`src/rtl/serial_sub_pkg.sv`:
```
// Shared types and geometry helpers for the digit-serial subtractor.
// Optional saturation is enabled in serial_sub by defining SERIAL_SUB_SAT_EN.
package serial_sub_pkg;

  typedef enum logic [1:0] {
    IDLE = 2'd0,
    RUN  = 2'd1,
    DONE = 2'd2
  } state_e;

  // Number of digit steps needed to cover the full operand width.
  function automatic int unsigned calc_steps(input int unsigned width,
                                             input int unsigned digit);
    return (digit == 0) ? 0 : width / digit;
  endfunction

  // Step counter width: $clog2(STEPS), never narrower than one bit.
  function automatic int unsigned calc_cnt_w(input int unsigned width,
                                             input int unsigned digit);
    int unsigned steps;
    steps = calc_steps(width, digit);
    return (steps > 1) ? $clog2(steps) : 1;
  endfunction

endpackage

```
`src/rtl/serial_sub_digit.sv`:
```
// Combinational DIGIT-bit ripple subtractor: diff = x - y - bi, bout = borrow out.
module sub_digit #(
  parameter int unsigned DIGIT = 1
) (
  input  logic [DIGIT-1:0] x,
  input  logic [DIGIT-1:0] y,
  input  logic             bi,
  output logic [DIGIT-1:0] diff,
  output logic             bout
);

  always_comb begin
    logic br;
    diff = '0;
    br   = bi;
    for (int i = 0; i < DIGIT; i++) begin
      diff[i] = x[i] ^ y[i] ^ br;
      br      = (~x[i] & y[i]) | (~(x[i] ^ y[i]) & br);
    end
    bout = br;
  end

endmodule

```
`src/rtl/serial_sub.sv`:
```
// Digit-serial N-bit subtractor d = a - b - bin with valid/ready on both sides.
// Define SERIAL_SUB_SAT_EN to clamp d to zero whenever the final borrow is set.
module serial_sub
  import serial_sub_pkg::*;
#(
  parameter int unsigned WIDTH = 8,
  parameter int unsigned DIGIT = 1
) (
  input  logic             clk,
  input  logic             rst_n,
  input  logic             in_valid,
  output logic             in_ready,
  input  logic [WIDTH-1:0] a,
  input  logic [WIDTH-1:0] b,
  input  logic             bin,
  output logic             out_valid,
  input  logic             out_ready,
  output logic [WIDTH-1:0] d,
  output logic             bo
);

  localparam int unsigned STEPS = calc_steps(WIDTH, DIGIT);
  localparam int unsigned CNT_W = calc_cnt_w(WIDTH, DIGIT);

  if (WIDTH < 1 || DIGIT < 1 || (WIDTH % DIGIT) != 0) begin : g_bad_params
    $error("serial_sub: DIGIT (%0d) must divide WIDTH (%0d) exactly", DIGIT, WIDTH);
  end

  state_e           state_q, state_d;
  logic [WIDTH-1:0] a_q, a_d;
  logic [WIDTH-1:0] b_q, b_d;
  logic [WIDTH-1:0] d_q, d_d;
  logic             borrow_q, borrow_d;
  logic             bo_q, bo_d;
  logic [CNT_W-1:0] cnt_q, cnt_d;

  logic [DIGIT-1:0] diff;
  logic             bout;
  logic             last_step;

  sub_digit #(.DIGIT(DIGIT)) u_sub_digit (
    .x    (a_q[DIGIT-1:0]),
    .y    (b_q[DIGIT-1:0]),
    .bi   (borrow_q),
    .diff (diff),
    .bout (bout)
  );

  assign last_step = (cnt_q == CNT_W'(STEPS - 1));
  assign in_ready  = (state_q == IDLE);
  assign out_valid = (state_q == DONE);
  assign d         = d_q;
  assign bo        = bo_q;

  always_comb begin
    // NOTE: every variable gets its hold value first so no branch can infer a latch.
    state_d  = state_q;
    a_d      = a_q;
    b_d      = b_q;
    d_d      = d_q;
    borrow_d = borrow_q;
    bo_d     = bo_q;
    cnt_d    = cnt_q;

    case (state_q)
      IDLE: begin
        if (in_valid) begin
          state_d  = RUN;
          a_d      = a;
          b_d      = b;
          borrow_d = bin;
          cnt_d    = '0;
        end
      end

      RUN: begin
        // Result digits enter at the top, so the first (LSB) digit ends at bit 0.
        a_d      = a_q >> DIGIT;
        b_d      = b_q >> DIGIT;
        d_d      = WIDTH'({diff, d_q} >> DIGIT);
        borrow_d = bout;
        if (last_step) begin
          state_d = DONE;
          bo_d    = bout;
`ifdef SERIAL_SUB_SAT_EN
          if (bout) begin
            d_d = '0;
          end
`else
`endif
        end else begin
          cnt_d = cnt_q + CNT_W'(1);
        end
      end

      DONE: begin
        if (out_ready) begin
          state_d = IDLE;
        end
      end

      default: state_d = IDLE;
    endcase
  end

  always_ff @(posedge clk) begin
    // NOTE: non-blocking assignments make every flop sample the pre-edge values.
    if (!rst_n) begin
      // NOTE: datapath registers are cleared too, so an aborted run leaves no residue.
      state_q  <= IDLE;
      a_q      <= '0;
      b_q      <= '0;
      d_q      <= '0;
      borrow_q <= 1'b0;
      bo_q     <= 1'b0;
      cnt_q    <= '0;
    end else begin
      state_q  <= state_d;
      a_q      <= a_d;
      b_q      <= b_d;
      d_q      <= d_d;
      borrow_q <= borrow_d;
      bo_q     <= bo_d;
      cnt_q    <= cnt_d;
    end
  end

endmodule

```
`config.mk`:
```
export PLATFORM = sky130hd
export DESIGN_NAME = serial_sub
export DESIGN_NICKNAME = d
export VERILOG_FILES = /design/src/rtl/serial_sub_pkg.sv /design/src/rtl/serial_sub_digit.sv /design/src/rtl/serial_sub.sv
export SDC_FILE = /design/constraint.sdc
export NUM_CORES = 1
export LEC_CHECK = 0
export BUFFER_PORTS_ARGS = -buffer_cell sky130_fd_sc_hd__buf_2
export CELL_PAD_IN_SITES_DETAIL_PLACEMENT = 1
export CELL_PAD_IN_SITES_GLOBAL_PLACEMENT = 1
export CORE_MARGIN = 4
export CORE_UTILIZATION = 39
export CTS_CLUSTER_SIZE = 16
export DETAILED_ROUTE_END_ITERATION = 8
export GPL_ROUTABILITY_DRIVEN = 0
export PLACE_DENSITY = 0.82
export SLEW_MARGIN = 15
export SYNTH_ARGS = -nofsm -noshare
export SYNTH_HDL_FRONTEND = slang
export SYNTH_SLANG_ARGS = --single-unit
```
`constraint.sdc`:
```
create_clock -name clk -period 2.1 [get_ports clk]
set_clock_uncertainty 0.15 [all_clocks]
set_input_delay 0.42 -clock clk [delete_from_list [all_inputs] [get_ports clk]]
set_output_delay 0.42 -clock clk [all_outputs]
set_load 0.01 [all_outputs]
```
==> impl_metrics.ini, run 1 <==
[run_status]
status = completed

[run]
maxCapViolCount = 0

[global_route]
grt_pass1_wl_um = 4970
grt_antenna_before_repair = 0
grt_overflow = 0
grt_use_total = 0.152
grt_pass1_vias = 1155
grt_max_degree = 31

[cells_and_area]
nets = 201
design_area_mm2 = 0.00158
antenna_cells = 0
mostFrequentLayoutCells = dfxtp_1 (31), buf_2 (31), nand2_1 (21), nor2_1 (19)
areaGrowthSynthToFinish_pct = 17.9
utilization = 0.472
drive_above_1_share = 0.247

[critical_path]
r2r-end = cnt_q[1]
cp_slowest_cell = dfxtp_1
startpoint = state_q[0]
path_buf_inv = 2
critPathLaunchType = flip-flop
critPathKind = reg -> out
worstPathRequired_ns = 1.53
r2r-start = cnt_q[0]
crit_fanout = 12
slowest_delay_ns = 0.45
path_depth = 3
critPathArrivalTime_ns = 1.29
reg2reg_slack_ns = 0.42
critical-path-top-delay-family = flip-flops
r2r_cells = 5
crit_end = in_ready
critPathCaptureType = output pin
cp_cell_sequence = buf_4 > nor2_1 > buf_2

[synthesis]
synth_fp_nets = 169
synth_cell_type_count = 27
netlist_area_mm2 = 0.00134
seq_area_frac_synth = 0.464
ys_seq_elements = 31
avgSynthCellArea_um2 = 9.22
yosysWarningCount = 0
synth_cells = 145

[clocking]
cts_sinks = 31
ctsHoldBuffers = 0
post-cts-setup-buffer-count = 0
cts_buffer_depth = 2
clkLatencyLatePin_ns = 0.34
post_cts_resized = 0
cts_max_level = 2
cts_made_buffers = 5
root_buffer = clkbuf_4
cts_tree = yes
clkTransAtPathRegs_ns = 0.09

[detailed_routing]
num_vias = 1114
wirelength_um = 2950
detail_route.wl_per_cell_um = 13.2
viasPerCell = 4.97
drt_iter0_drc = 24
ant_nets = 0
route.detailed.drc = 0
drtPass1Iterations = 2

[floorplan]
die_area_mm2 = 0.00443
start_util = 0.401
fp.dieW_um = 66.6
num_rows = 21
pin_count = 32
fp.dieH_um = 66.6
core_mm2 = 0.00334

[timing]
setup_violations = 0
rsz0062_at_grt = false
period_share = 0.887
setup_ws_ns = 0.238
period_needed_ns = 1.86
fmax_ghz = 0.537
slew_headroom = 0.620
final-max-slew-violation-count = 0
max_slew.worst_pin.slew_ns = 0.570
hold_viol = 0
fin_tns_setup_ns = 0

[placement]
io_buffers = 31
post-place-ws_ns = 0.410
placed_area_mm2 = 0.00151
hpwl_um = 2190

[pwr]
pwr-share-clk = 0.333
p_switching_uw = 322
swShare = 0.265
pwr-share-comb = 0.136
ir_drop_mv = 0.339
p_total_mw = 1.22
seqPwrFrac = 0.531
p_per_area_mw_per_mm2 = 772
leakagePower_nw = 0.676
p_int_uw = 896

[worst_hold_path]
min_path_cells = 3
hold_class = in -> reg
[logic make-up (layout without fill, tap and decap cells)]
logic type                 Yosys count  count (layout)  synth area share
AOI/OAI and AO/OA                   34              34             0.173
adders and majority gates            3               3            0.0337
buffers and inverters               15              48            0.0655
DFF                                 31              31             0.464
muxes                               15              15             0.112
and+or+nand+nor                     47              47             0.152
[worst min-delay path by stage]
stage / startpoint / endpoint / slack (ns)
final: a[7] / a_q[7] / 0.20
after floorplan: cnt_q[1] / cnt_q[1] / 0.29
after detailed placement: d[0] / d[0] / 0.31
after CTS: rst_n / state_q[0] / 0.19
after global placement: d[0] / d[0] / 0.29
after global routing: rst_n / state_q[0] / 0.21
[synthesized netlist by cell type]
master | number | share of area
inv_1 | 5 | 0.014
buf_6 | 1 | 0.0084
fa_1 | 1 | 0.015
buf_12 | 1 | 0.015
o21ba_2 | 1 | 0.0075
nand2b_1 | 1 | 0.0047
a21oi_1 | 10 | 0.037
a311oi_1 | 1 | 0.0065
o21bai_1 | 1 | 0.0056
o31ai_1 | 1 | 0.0056
buf_2 | 3 | 0.011
and4bb_2 | 1 | 0.0094
o21ai_0 | 2 | 0.0075
buf_4 | 1 | 0.0056
clkbuf_1 | 3 | 0.0084
a211oi_1 | 15 | 0.084
mux2i_1 | 15 | 0.11
nor2_1 | 19 | 0.053
nand2_1 | 21 | 0.059
inv_2 | 1 | 0.0028
a22oi_1 | 1 | 0.0056
or2b_1 | 2 | 0.011
dfxtp_1 | 31 | 0.46
and2_1 | 1 | 0.0047
nor2b_1 | 2 | 0.0094
a32oi_1 | 2 | 0.013
ha_1 | 2 | 0.019
[stage by stage]
step                      hold slack, ns  std cells
after CTS                          0.192        224
after detailed placement           0.312        216
final                              0.197        224
after global routing               0.210        224
after floorplan                    0.290        145
after global placement             0.291        216
[area by class of cell]
| type | instances | area [µm²] |
|---|---|---|
| multi-input cells | 99 | 629 |
| well taps | 46 | 57.6 |
| fillers | 416 | 1760 |
| flip-flops and latches | 31 | 621 |
| inverters | 6 | 22.5 |
| repair buffers | 34 | 178 |
| clock buffers | 8 | 68.8 |
[sequential cells by signal, indices dropped and copies added (netlist names)]
signal and flops:
a_q 8, borrow_q 1, state_q 2, d 8
b_q 8, cnt_q 3, bo 1
[tightest hold or removal path: stages]
cell and delay [ns]:
buf_2 0.08, a32oi_1 0.08, nor2_1 0.08
[per-layer routing]
metal	up-vias	GRT usage	share of wire	routed length [µm]
met4	0	0.0838	0.021	62
met5	-	0	0	0
met3	6	0.0624	0.057	167
met1	518	0.146	0.42	1240
li1	565	-	-	-
met2	25	0.272	0.50	1480
[power groups by stage]
stage	clock network [mW]	logic [mW]	registers, mW
2_1_floorplan	0	0.128	0.655
3_3_place_gp	0	0.159	0.658
3_5_place_dp	0	0.168	0.661
4_1_cts	0.419	0.169	0.647
5_1_grt	0.442	0.187	0.652
6_report	0.405	0.166	0.647
Power figures use the tool's default switching activity.
==> run 2, diff against run 1 <==
--- a/config.mk
+++ b/config.mk
@@ -9,7 +9,7 @@
 export CELL_PAD_IN_SITES_DETAIL_PLACEMENT = 1
 export CELL_PAD_IN_SITES_GLOBAL_PLACEMENT = 1
 export CORE_MARGIN = 4
-export CORE_UTILIZATION = 39
+export CORE_UTILIZATION = 40
 export CTS_CLUSTER_SIZE = 16
 export DETAILED_ROUTE_END_ITERATION = 8
 export GPL_ROUTABILITY_DRIVEN = 0
@@ -17,4 +17,5 @@
 export SLEW_MARGIN = 15
 export SYNTH_ARGS = -nofsm -noshare
 export SYNTH_HDL_FRONTEND = slang
+export SYNTH_HIERARCHICAL = 1
 export SYNTH_SLANG_ARGS = --single-unit
==> run 2 against run 1 <==
  * Die area is 2.1% higher
  * Sequential share of layout area is 1.1 points lower
  * Global-route usage is 0.052 points lower
  * Worst hold slack better by 0.0077 ns
  * Total power is 5.3% lower
  * Final cell count is 0.45% lower
  * Sequential power hardly changed
  * First-iteration DRC count is 71% higher
  * Combinational power is 7% higher
  * Fmax is 8.2% higher
  * Non-clock buffer count stayed put
  * Clock power is 19% lower
  * Highest routed layer unchanged
==> impl_metrics.ini, run 2 <==
[floorplan]
fp.dieH_um = 67.3
fp.dieW_um = 67.3
num_rows = 21
core_mm2 = 0.00336
start_util = 0.418
pin_count = 32
die_area_mm2 = 0.00453

[cells_and_area]
drive_above_1_share = 0.232
design_area_mm2 = 0.00162
multi_input_area_um2 = 706
regArea_um2 = 621
layout_commonest_cell = nand2_1
mostFrequentLayoutCells = nand2_1 (36), dfxtp_1 (31), buf_2 (31), mux2i_1 (16), o211a_1 (15)
fillCellCount = 419
fin_cells = 223
areaGrowthSynthToFinish_pct = 15.5
antenna_cells = 0
nets = 200
utilization = 0.483

[critical_path]
crit_fanout = 12
slowest_delay_ns = 0.46
worstPathRequired_ns = 2.15
r2r-start = state_q[0]
critPathLaunchType = flip-flop
critPathKind = reg -> reg
critPathCaptureType = flip-flop
reg2reg_slack_ns = 0.38
critPathArrivalTime_ns = 1.77
cp_slowest_cell = dfxtp_1
cp_cell_sequence = buf_4 > or2b_1 > a21oi_1 > o21ai_0
r2r-end = cnt_q[0]
startpoint = state_q[0]
r2r_cells = 4

[synthesis]
synth_top_flop_cell = dfxtp_1
synthTopCellsByCount = nand2_1 (36), dfxtp_1 (31), mux2i_1 (16), o211a_1 (15), a21boi_0 (9)
synth_edf_count = 0
synth_cells = 145
avgSynthCellArea_um2 = 9.69
yosysWarningCount = 6
synth_fp_nets = 169
synth.most_common_cell = nand2_1
synth_cell_type_count = 25
seq_area_frac_synth = 0.442
netlist_area_mm2 = 0.00141
synth_top_area_cell = dfxtp_1
synth_top_area_share = 0.442
ys_top_cells_by_area = dfxtp_1 (44%), mux2i_1 (11%), o211a_1 (11%)
ys_seq_elements = 31
synthArstFlopShare = 0

[clocking]
post_cts_resized = 0
cts_made_buffers = 5
clkLatencyLatePin_ns = 0.33
cts_buffer_depth = 2
post-cts-setup-buffer-count = 0
ctsHoldBuffers = 0
cts_max_level = 2
cts_tree = yes
root_buffer = clkbuf_4
clkTransAtPathRegs_ns = 0.09
cts_sinks = 31

[timing]
slew_headroom = 0.614
fin_tns_setup_ns = 0
final-max-slew-violation-count = 0
fmax_ghz = 0.581
rsz0062_at_grt = false
setup_violations = 0
max_slew.worst_pin.slew_ns = 0.578
period_share = 0.820
period_needed_ns = 1.72
setup_ws_ns = 0.379
hold_viol = 0
hold_ws_ns = 0.205

[global_route]
grt_use_total = 0.152
grt_overflow = 0
grt_antenna_before_repair = 0
grt_max_degree = 32
grt_pass1_wl_um = 5010
grt_pass1_vias = 1096

[run_status]
status = completed

[placement]
place_inst = 215
post-place-ws_ns = 0.458
io_buffers = 31
placed_area_mm2 = 0.00157
hpwl_um = 2310

[pwr]
p_per_area_mw_per_mm2 = 710
swShare = 0.272
p_switching_uw = 314
pwr-share-clk = 0.285
p_total_mw = 1.15
leakagePower_nw = 0.822
pwr-share-comb = 0.154
seqPwrFrac = 0.561
p_int_uw = 839
ir_drop_mv = 0.325

[detailed_routing]
route.detailed.drc = 0
wirelength_um = 3110
detail_route.wl_per_cell_um = 14.0
drt_iter0_drc = 41
num_vias = 1105
ant_nets = 0
drtPass1Iterations = 4
viasPerCell = 4.96

[run]
maxCapViolCount = 0

[worst_hold_path]
min_path_cells = 3
hold_path_end = state_q[1]
hold_class = in -> reg
hp-start = out_ready
## run 2: changes by cell type after synthesis, sizes merged, moves of 2 or more
| cell | change |
|---|---|
| a211oi | -15 |
| a21boi | +9 |
| a21oi | -9 |
| inv | -3 |
| nand2 | +15 |
| nand2b | +3 |
| nor2 | -18 |
| nor2b | +2 |
| o211a | +15 |
## run 2: power by group through the flow
stage                     logic (mW)  clock network (mW)  registers [mW]
after global routing           0.200               0.370           0.652
after floorplan                0.135                   0           0.655
after CTS                      0.180               0.345           0.647
final                          0.177               0.329           0.647
after global placement         0.168                   0           0.657
after detailed placement       0.179                   0           0.660
## run 2: logic make-up after synthesis
logic type               share of synthesized area
multiplexers                                 0.114
flip-flops                                   0.442
AND/OR/NAND/NOR                              0.162
AO/OA/AOI/OAI                                0.194
adder cells (fa/ha/maj)                     0.0321
buffers and inverters                       0.0561
## run 2: final cells by class
cell class,instances,area share
clock inverters,1,0.00308
inverters,3,0.00694
well taps,46,0.0355
repair buffers,34,0.109
flip-flops and latches,31,0.382
clock buffers,7,0.0278
multi-input cells,101,0.435
## run 2: critical path: cells and delay by family, from the launching register on
kind | cells | cell delay, ns
AO/OA/AOI/OAI | 2 | 0.45
buffers and inverters | 1 | 0.28
flip-flops | 1 | 0.46
AND/OR/NAND/NOR | 1 | 0.26
## run 2: worst max path at each step
stage,slack (ns),cells after the start,end
6_report,0.38,4,cnt_q[0]
5_1_grt,0.27,5,cnt_q[0]
4_1_cts,0.37,2,in_ready
3_5_place_dp,0.46,4,cnt_q[0]
3_3_place_gp,0.54,5,cnt_q[1]
2_1_floorplan,0.66,5,cnt_q[0]
## run 2: metal layers
metal / vias to the layer above / share of wire / global-route usage
li1: 559 / - / -
met1: 513 / 0.43 / 0.168
met2: 27 / 0.50 / 0.265
met3: 6 / 0.053 / 0.0516
met4: 0 / 0.016 / 0.0608
met5: - / 0 / 0
==> run 3, diff against run 2 <==
--- a/config.mk
+++ b/config.mk
@@ -9,11 +9,11 @@
 export CELL_PAD_IN_SITES_DETAIL_PLACEMENT = 1
 export CELL_PAD_IN_SITES_GLOBAL_PLACEMENT = 1
 export CORE_MARGIN = 4
-export CORE_UTILIZATION = 40
+export CORE_UTILIZATION = 36
 export CTS_CLUSTER_SIZE = 16
 export DETAILED_ROUTE_END_ITERATION = 8
 export GPL_ROUTABILITY_DRIVEN = 0
-export PLACE_DENSITY = 0.82
+export PLACE_DENSITY = 0.78
 export SLEW_MARGIN = 15
 export SYNTH_ARGS = -nofsm -noshare
 export SYNTH_HDL_FRONTEND = slang
==> constraint.sdc (replaced) <==
create_clock -name clk -period 1.4 [get_ports clk]
set_clock_uncertainty 0.15 [all_clocks]
set_input_delay 0.28 -clock clk [delete_from_list [all_inputs] [get_ports clk]]
set_output_delay 0.28 -clock clk [all_outputs]
set_load 0.01 [all_outputs]
==> run 3 against run 2 <==
  * The flow now finishes with violations (setup timing)
  * Sequential power increased by 50%
  * Fmax increased by 18%
  * Cell area increased by 13%
  * Die area increased by 9.8%
  * Final cell count increased by 4.9%
  * Critical path depth increased by 1
  * Non-clock buffer count increased by 11
  * Register-to-register slack got worse by 0.43 ns
  * Critical endpoint is now state_q[0]
  * Largest power group unchanged
==> impl_metrics.ini, run 3 (synthesis results as in run 2) <==
[clocking]
cts_tree = yes
root_buffer = clkbuf_8
cts_made_buffers = 5
ctsHoldBuffers = 0
cts_max_level = 2
cts_sinks = 31
clkTransAtPathRegs_ns = 0.06
cts_buffer_depth = 2
clkLatencyLatePin_ns = 0.27

[floorplan]
start_util = 0.378
core_mm2 = 0.00372
num_rows = 22
die_area_mm2 = 0.00497
fp.dieH_um = 70.5
pin_count = 32
fp.dieW_um = 70.5

[pwr]
leakagePower_nw = 0.901
ir_drop_mv = 0.535
p_per_area_mw_per_mm2 = 1040

[run_status]
status = finished, violations left
violations = setup timing

[critical_path]
worstPathRequired_ns = 1.46
startpoint = cnt_q[1]
crit_fanout = 4
reg2reg_slack_ns = -0.05
critPathKind = reg -> reg
critPathArrivalTime_ns = 1.51
critPathCaptureType = flip-flop
r2r-end = state_q[0]
r2r_cells = 5
r2r-start = cnt_q[1]
critPathLaunchType = flip-flop

[worst_hold_path]
hp-start = b[7]
hold_class = in -> reg
hold_path_end = b_q[7]
min_path_cells = 3

[cells_and_area]
areaGrowthSynthToFinish_pct = 30.8
design_area_mm2 = 0.00184
multi_input_area_um2 = 759
nets = 211
fin_cells = 234
mostFrequentLayoutCells = nand2_1 (36), buf_2 (30), dfxtp_1 (26), mux2i_1 (16), o211a_1 (15)
regArea_um2 = 632
antenna_cells = 0
fillCellCount = 437
layout_commonest_cell = nand2_1
drive_above_1_share = 0.333

[placement]
place_inst = 223
hpwl_um = 2330
io_buffers = 31
placed_area_mm2 = 0.00166

[timing]
slew_headroom = 0.798
period_share = 1.04
setup_ws_ns = -0.0538
hold_viol = 0
final-max-slew-violation-count = 0
setup_violations = 4
max_slew.worst_pin.slew_ns = 0.303
period_needed_ns = 1.45
rsz0062_at_grt = true
fmax_ghz = 0.688
fin_tns_setup_ns = -0.189

[detailed_routing]
num_vias = 1142
wirelength_um = 3180
drt_iter0_drc = 48
detail_route.wl_per_cell_um = 13.6
viasPerCell = 4.88
route.detailed.drc = 0
drtPass1Iterations = 3
ant_nets = 0

[global_route]
grt_overflow = 0
grt_pass1_vias = 1218
grt_antenna_before_repair = 0
grt_use_total = 0.139
grt_pass1_wl_um = 5520
grt_max_degree = 21

[run]
maxCapViolCount = 0
run 3: cell count changes in the layout (fill, tap and decap cells not counted), moves of 2 or more:
cell / before / now
buf_12: 0 / 2
dfxtp_4: 0 / 2
buf_4: 3 / 9
ha_1: 2 / 0
ha_4: 0 / 2
clkbuf_4: 5 / 0
dfxtp_2: 0 / 3
buf_6: 0 / 4
clkbuf_8: 0 / 5
dfxtp_1: 31 / 26
o21ai_0: 3 / 0
o21ai_1: 0 / 3
run 3: report_power, final:
group / internal [mW] / switching (mW) / total, mW / leakage [nW]
Combinational: 0.177 / 0.144 / 0.321 / 0.607
Clock: 0.330 / 0.286 / 0.617 / 0.0371
Sequential: 0.937 / 0.0337 / 0.971 / 0.257
Total: 1.44 / 0.465 / 1.91 / 0.901
run 3: layout make-up:
class | instances | area share
tap | 48 | 0.0327
multi-input combinational | 101 | 0.413
sequential | 31 | 0.344
timing repair buffer | 45 | 0.165
clock buffer | 6 | 0.0395
inverter | 3 | 0.00613
run 3: what timing repair did:
item                                    in CTS  in global routing
buffers inserted                             3                  2
gates resized for setup                     16                  5
endpoints found under the setup margin       6                 11
pin swaps                                    4                  1
run 3: worst max-delay path by stage:
stage | cells after the start | endpoint | slack, ns
2_1_floorplan | 5 | cnt_q[0] | -0.009
3_3_place_gp | 5 | cnt_q[2] | -0.03
3_5_place_dp | 5 | cnt_q[1] | -0.10
4_1_cts | 5 | state_q[0] | -0.04
5_1_grt | 5 | state_q[0] | -0.12
6_report | 5 | state_q[0] | -0.05
run 3: metal layers:
layer  global-route usage  up-vias  part of all wire
met3               0.0576        2             0.068
met2                0.247       29              0.52
met4               0.0383        0            0.0031
li1                     -      576                 -
met5                    0        -                 0
met1                0.151      535              0.41
run 3: critical path, stage by stage, from the launching register on:
cell and delay, ns:
dfxtp_2 0.33, ha_4 0.16, ha_4 0.17, or2b_1 0.23
a21oi_2 0.19, and2_1 0.15
run 3: per-stage QoR:
step,worst slack (ns),hold slack [ns],utilization,power [mW]
6_report,-0.0538,0.153,0.495,1.91
5_1_grt,-0.118,0.170,0.495,2.03
4_1_cts,-0.0406,0.146,0.487,1.94
3_5_place_dp,-0.105,0.322,0.446,1.28
3_3_place_gp,-0.0281,0.298,0.446,1.27
2_1_floorplan,-0.00867,0.277,-,1.19
